File: src/rtl/fp_cmp_arbiter.sv
// fp_cmp_arbiter
// Two requesters share one single-precision compare datapath (FLE/FLT/FEQ).
// A round-robin arbiter grants one request per cycle. The compare is
// evaluated combinationally in the grant cycle. The result is captured in a
// one-entry output register with valid/ready backpressure.
//
// Ports:
//   clk, rst                 clock, synchronous active-high reset
//   reqN_valid/ready         request handshake for requester N (N = 0, 1)
//   reqN_op                  00 FLE, 01 FLT, 10 FEQ, 11 reserved (answers 0)
//   reqN_rs1/rs2             operands a/b (IEEE-754 single)
//   reqN_tag                 opaque tag echoed with the result
//   rsp_valid/ready          result handshake
//   rsp_id, rsp_tag          owner and tag of the held result
//   rsp_data                 32'd1 when the compare is true, else 32'd0
//   rsp_nv                   invalid-operation flag
//   pri                      round-robin priority pointer (debug)
module fp_cmp_arbiter #(
    parameter int TAG_W   = 4,
    parameter bit RST_PRI = 1'b0
) (
    input  logic             clk,
    input  logic             rst,
    input  logic             req0_valid,
    output logic             req0_ready,
    input  logic [1:0]       req0_op,
    input  logic [31:0]      req0_rs1,
    input  logic [31:0]      req0_rs2,
    input  logic [TAG_W-1:0] req0_tag,
    input  logic             req1_valid,
    output logic             req1_ready,
    input  logic [1:0]       req1_op,
    input  logic [31:0]      req1_rs1,
    input  logic [31:0]      req1_rs2,
    input  logic [TAG_W-1:0] req1_tag,
    output logic             rsp_valid,
    input  logic             rsp_ready,
    output logic             rsp_id,
    output logic [TAG_W-1:0] rsp_tag,
    output logic [31:0]      rsp_data,
    output logic             rsp_nv,
    output logic             pri
);

    logic             rsp_valid_q, rsp_valid_d;
    logic             rsp_id_q, rsp_id_d;
    logic [TAG_W-1:0] rsp_tag_q, rsp_tag_d;
    logic             rsp_res_q, rsp_res_d;
    logic             rsp_nv_q, rsp_nv_d;
    logic             pri_q, pri_d;

    logic             gnt0, gnt1, out_free, accept;
    logic [1:0]       sel_op;
    logic [31:0]      a, b;
    logic [TAG_W-1:0] sel_tag;

    logic a_nan, b_nan, any_nan, any_snan, both_zero, eq, lt;
    logic cmp_res, cmp_nv;

    // Arbitration: priority pointer only matters when both are valid.
    assign gnt0     = req0_valid && (!req1_valid || (pri_q == 1'b0));
    assign gnt1     = req1_valid && (!req0_valid || (pri_q == 1'b1));
    assign out_free = !rsp_valid_q || rsp_ready;

    assign req0_ready = gnt0 && out_free && !rst;
    assign req1_ready = gnt1 && out_free && !rst;
    assign accept     = req0_ready || req1_ready;

    // Operand mux follows the grant; gnt0/gnt1 are mutually exclusive.
    assign sel_op  = gnt1 ? req1_op  : req0_op;
    assign a       = gnt1 ? req1_rs1 : req0_rs1;
    assign b       = gnt1 ? req1_rs2 : req0_rs2;
    assign sel_tag = gnt1 ? req1_tag : req0_tag;

    assign a_nan     = (a[30:23] == 8'hFF) && (a[22:0] != 23'd0);
    assign b_nan     = (b[30:23] == 8'hFF) && (b[22:0] != 23'd0);
    assign any_nan   = a_nan || b_nan;
    assign any_snan  = (a_nan && !a[22]) || (b_nan && !b[22]);
    assign both_zero = (a[30:0] == 31'd0) && (b[30:0] == 31'd0);
    assign eq        = (a == b) || both_zero;

    // Sign-magnitude ordering; infinities fall out naturally from the
    // magnitude compare and denormals are compared as encoded.
    always_comb begin
        lt = 1'b0;
        if (a[31] != b[31]) begin
            lt = a[31] && !both_zero;
        end else if (!a[31]) begin
            lt = a[30:0] < b[30:0];
        end else begin
            lt = a[30:0] > b[30:0];
        end
    end

    always_comb begin
        cmp_res = 1'b0;
        cmp_nv  = 1'b0;
        case (sel_op)
            2'b00: begin
                cmp_res = (lt || eq) && !any_nan;
                cmp_nv  = any_nan;
            end
            2'b01: begin
                cmp_res = lt && !any_nan;
                cmp_nv  = any_nan;
            end
            2'b10: begin
                cmp_res = eq && !any_nan;
                cmp_nv  = any_snan;
            end
            default: begin
                cmp_res = 1'b0;
                cmp_nv  = 1'b0;
            end
        endcase
    end

    // A retire and a new accept in the same cycle overwrite the register
    // with no bubble; a plain retire keeps the data fields unchanged.
    always_comb begin
        rsp_valid_d = rsp_valid_q;
        rsp_id_d    = rsp_id_q;
        rsp_tag_d   = rsp_tag_q;
        rsp_res_d   = rsp_res_q;
        rsp_nv_d    = rsp_nv_q;
        pri_d       = pri_q;
        if (rsp_valid_q && rsp_ready) begin
            rsp_valid_d = 1'b0;
        end
        if (accept) begin
            rsp_valid_d = 1'b1;
            rsp_id_d    = gnt1;
            rsp_tag_d   = sel_tag;
            rsp_res_d   = cmp_res;
            rsp_nv_d    = cmp_nv;
            pri_d       = !gnt1;
        end
    end

    always_ff @(posedge clk) begin
        if (rst) begin
            rsp_valid_q <= 1'b0;
            rsp_id_q    <= 1'b0;
            rsp_tag_q   <= '0;
            rsp_res_q   <= 1'b0;
            rsp_nv_q    <= 1'b0;
            pri_q       <= RST_PRI;
        end else begin
            rsp_valid_q <= rsp_valid_d;
            rsp_id_q    <= rsp_id_d;
            rsp_tag_q   <= rsp_tag_d;
            rsp_res_q   <= rsp_res_d;
            rsp_nv_q    <= rsp_nv_d;
            pri_q       <= pri_d;
        end
    end

    assign rsp_valid = rsp_valid_q;
    assign rsp_id    = rsp_id_q;
    assign rsp_tag   = rsp_tag_q;
    assign rsp_data  = {31'd0, rsp_res_q};
    assign rsp_nv    = rsp_nv_q;
    assign pri       = pri_q;

endmodule

File: config.mk
export PLATFORM = sky130hd
export DESIGN_NAME = fp_cmp_arbiter
export DESIGN_NICKNAME = d
export VERILOG_FILES = /design/src/rtl/fp_cmp_arbiter.sv
export SDC_FILE = /design/constraint.sdc
export NUM_CORES = 1
export LEC_CHECK = 0
export CAP_MARGIN = 5
export CORE_AREA = 5 5 77 108
export CTS_BUF_LIST = sky130_fd_sc_hd__clkbuf_4 sky130_fd_sc_hd__clkbuf_8 sky130_fd_sc_hd__clkbuf_16
export DETAILED_ROUTE_END_ITERATION = 8
export DIE_AREA = 0 0 82 113
export GPL_ROUTABILITY_DRIVEN = 0
export PLACE_DENSITY = 0.86
export RECOVER_POWER = 25
export SYNTH_ARGS = -nofsm -noshare
export SYNTH_HDL_FRONTEND = slang
export SYNTH_SLANG_ARGS = --single-unit
File: constraint.sdc
create_clock -name clk -period 7 [get_ports clk]
set_input_delay 1.05 -clock clk [delete_from_list [all_inputs] [get_ports clk]]
set_output_delay 1.05 -clock clk [all_outputs]
set_load 0.03 [all_outputs]
## Yosys cells after proc, flatten, opt, wreduce, memory -nomap -nowiden

Cells that the tools add are included.

- Bitwise logic cells: 1
- Equality and inequality tests: 6
- Mux-type cells: 10
- Magnitude comparators: 2
- Reductions and logical operators: 40

Operator list:

| cell | count |
|---|---|
| $mux 32 | 2 |
| $logic_not 31->1 | 2 |
| $reduce_bool 23->1 | 2 |
| $eq 32x32->1 | 1 |
| $gt 31x31->1 | 1 |
| $lt 31x31->1 | 1 |
| $eq 8x8->1 const B | 2 |
| $logic_and 1x1->1 | 16 |
| $logic_not 1->1 | 9 |
| $logic_or 1x1->1 | 8 |
| $mux 1 | 4 |
| $mux 4 | 1 |
| $pmux 1 s3 | 1 |
| $eq 2x1->1 const B | 1 |
| $eq 2x2->1 const B | 1 |
| $logic_not 2->1 | 1 |
| $mux 2 | 1 |
| $pmux 1 s2 | 1 |
| $reduce_bool 2->1 | 1 |
| $reduce_or 2->1 | 1 |
| $ne 1x1->1 | 1 |
| $not 1->1 | 1 |

- Register bits after elaboration: 9
- Output and inout bits: 42
- Input bits: 145
- Word-level logic and storage cells: 65

## Depth between registers and ports, before layout

- Word-level depth: 12
- Mapped depth: 19
- Gate-level depth less buffers: 14

## Least setup slack after synthesis

No wires, ideal clock.

- Path type: input to register
- Start: in req1_valid
- End: reg rsp_res_q
- Slack: 2.676 ns
- Cell stages on the path: 18
- Required time: 6.921 ns
- Buffers on the path: 5
- Arrival time: 4.245 ns
- Library setup time: 0.079 ns
- Cells stage by stage: buf_2 inv_2 nor2_4 buf_6 buf_6 clkbuf_1 clkbuf_1 nand2_1 nand2_1 ha_1 and4_1 a221oi_1 or4_1 o211ai_1 or3_1 o32ai_2 nand2_1 a211oi_2

- Longest elaborated chain between the ends: 10
- Elaborated cells on any way between the ends: 40
- Those cells by class: order compare (2); eq/ne (6); mux (6); reduce/logical (26)

Ends and longest elaborated chain:

| item | line | text |
|---|---|---|
| start: declaration | 30 | `input logic req1_valid,` |
| branches (longest 10 deep; another with $lt 31x31->1) | - |  |
| end signal: assignment | 152 | `rsp_res_q <= rsp_res_d;` |
| end: declaration | 48 | `logic rsp_res_q, rsp_res_d;` |

Several ways; the timed one is not identified.
A chain may end at the register's enable or synchronous reset.

## Worst setup path after layout

Same ends and word-level chain as after synthesis.

==> results.cfg <==
[status]
status = finished, final reports clean

[detailed_routing]
routed_wl_um = 10600
detail-route-antenna-nets = 0
vias_per_cell = 5.53
num_vias = 3469
wl_per_cell_um = 16.9
drt-pass1-iter-count = 6
drcViolationCount = 0
drt_iter0_markers = 235

[cells_and_area]
syn_to_final_growth_pct = 54.1
finalNetCount = 703
layout-drive-gt1-share_pct = 6.60
n_antenna_cell = 0

[critical_path]
start_kind = input port
required_ns = 7.15
slowest_stage = clkdlybuf4s50_1
worst-path-buf-inv = 3
critPathArrivalTime_ns = 5.17
max_stage_delay_ns = 0.68
endpoint_kind = flop
critPathKind = input port to flop
cp_cell_sequence = clkdlybuf4s50_1, inv_2, nor2_4, buf_4, mux2i_1, ha_1, and4_1, a221oi_1, or4_1, o211ai_1, or3_1, o32ai_2, nand2_1, a211oi_2
worst_path_dominant_cell_family = simple AND/OR/NAND/NOR gates
path_max_fanout = 29

[clock_network]
cts_tree = done
htreeDepth = 1
cts_hold_buffers = 0
clkTransAtPathRegs_ns = 0.04
cts_root_buf = clkbuf_8
cts_resized = 0
cts_made_buffers = 3
insertion_delay_ns = 0.24
cts_setup_buffers = 0
clock_path_buffers = 2
cts_sinks = 9

[power_and_ir_drop]
pwr_density_cell_nw_per_um2 = 97.5
vdd_drop_max_mv = 0.0575
p_leak_nw = 1.77

[sta]
rsz0062_at_grt = no
fin_ws_ns = 1.98
hold_viol = 0
holdWs_ns = 0.455
drv_slew = 0
skew_ns = 0.00100
setup_tns_ns = 0
setup_viol = 0
worst_pin_slew_ns = 0.799
min_period_ns = 5.02
relSlewSlack_pct = 46.5
fin_crit_sh_pct = 71.7
fmax_ghz = 0.199

[job]
drv_cap = 0

[yosys]
async_reset_ff_share_pct = 0
ys_types = 60
synth_edf_count = 0
avgSynthCellArea_sq_um = 7.31
yosysWarnings = 0
yosysSeqAreaShare_pct = 6.42
syn_inst = 384
syn_area_sq_um = 2810
synth_ff_type = dfxtp_1
ys_seq_elements = 9

[global_route]
grt_pass1_wl_um = 16300
grt_usage_pct = 21.9
grt_start_max_net_pins = 34
antenna_found_initial = 0
grt-ovfl-total = 0
grt_pass1_vias = 3569

[floorplan]
die_x_um = 82
core.rowCount = 37
initial_utilization_pct = 38.9
dieArea_sq_um = 9270
ios = 187
die_h_um = 113
core-area_sq_um = 7220

[placement]
dp_slack_ns = 1.84
hpwl_um = 9330
port_buffers = 155

[hold_path]
hold_path_class = flop to flop
[cell usage after synthesis (3+ instances only)]
library cell | n | area share [%]
a21oi_1 | 9 | 1.6
a311oi_1 | 3 | 0.94
and4_1 | 4 | 1.2
buf_2 | 3 | 0.53
buf_4 | 32 | 8.6
buf_6 | 5 | 2.0
clkbuf_1 | 5 | 0.67
dfxtp_1 | 9 | 6.4
ha_1 | 27 | 12
inv_1 | 11 | 1.5
maj3_1 | 5 | 1.8
maj3_2 | 3 | 1.2
mux2_2 | 9 | 3.6
mux2i_1 | 27 | 9.6
nand2_1 | 69 | 9.2
nand2b_1 | 3 | 0.67
nand3_1 | 13 | 2.3
nand4_1 | 8 | 1.8
nor2_1 | 18 | 2.4
nor3_1 | 8 | 1.4
nor3_2 | 3 | 1.1
nor3b_1 | 3 | 0.80
nor4_1 | 30 | 6.7
o211ai_1 | 3 | 0.80
o21ai_0 | 5 | 0.89
o21ai_1 | 6 | 1.1
or3_1 | 3 | 0.67
or4_1 | 5 | 1.3
xnor2_1 | 11 | 3.4
xor2_1 | 4 | 1.2
[worst paths after layout]
kind | startpoint | to | slack [ns] | cells after the start
max | req1_valid | rsp_res_q | 1.98 | 14
min | rsp_tag[1] | rsp_tag[1] | 0.46 | 2
max reg2reg | pri | rsp_res_q | 3.02 | 13
min reg2reg | rsp_tag[1] | rsp_tag[1] | 0.46 | 2
[state kept, by name, indices dropped and copies added (netlist names)]
register / count
rsp_res_q: 1
rsp_nv: 1
rsp_tag: 4
rsp_id: 1
rsp_valid: 1
pri: 1
[worst reg2reg max path, stage by stage (launching register included)]
cell,delay (ns)
dfxtp_1,0.39
and2b_4,0.24
nor2_4,0.59
buf_4,0.44
mux2i_1,0.30
ha_1,0.29
and4_1,0.17
a221oi_1,0.31
or4_1,0.15
o211ai_1,0.10
or3_1,0.45
o32ai_2,0.15
nand2_1,0.10
a211oi_2,0.23
[area by class of cell]
type,count,area (sq um)
flip-flops and latches,9,180
multi-input cells,347,2360
well taps,97,121
inverters,13,48.8
repair buffers,157,1570
clock buffers,4,48.8
fillers,676,2900
[per-layer routing]
metal	track usage [%]	share of wire [%]	up-vias	routed length (um)
li1	-	-	1656	-
met4	7.87	3.4	0	359
met5	0	0	-	0
met2	41.7	53	189	5660
met3	2.15	7.1	31	755
met1	24.1	36	1593	3840
[cells by family after synthesis]
kind of cell             count (synthesis)  synth area share (%)
multiplexers                            37                  13.7
other                                    1                 0.134
flip-flops                               9                  6.42
adder cells (fa/ha/maj)                 35                  15.0
XOR/XNOR                                15                  4.68
AND/OR/NAND/NOR                        180                  33.6
AO/OA/AOI/OAI                           49                  12.9
buffers and inverters                   58                  13.5
[power by group]
group | switching [mW] | internal, mW | leakage [nW] | total, mW
combinational | 0.151 | 0.148 | 1.67 | 0.299
sequential | 0.00238 | 0.0564 | 0.0743 | 0.0588
clock | 0.0208 | 0.0435 | 0.0262 | 0.0643
[through the flow]
stage          utilization (%)  total power [mW]  instances  cell area [sq um]
2_1_floorplan                -             0.236        414               2920
3_3_place_gp              59.2             0.348        623               4280
3_5_place_dp              59.2             0.355        623               4280
4_1_cts                   59.9             0.421        627               4330
5_1_grt                   59.9             0.452        627               4330
6_report                  59.9             0.422        627               4330
[cells in the final DEF (no fill, tap or decap), types with 6 or more instances in the layout]
master,count
ha_1,27
nand2_1,69
nor3_1,8
mux2_2,9
o21ai_1,6
conb_1,31
nor4_1,30
a21oi_1,9
xnor2_1,11
inv_1,11
nor2_1,18
mux2i_1,27
nand4_1,8
clkdlybuf4s50_1,150
dfxtp_1,9
nand3_1,13
(Power assumes the default switching activity.)
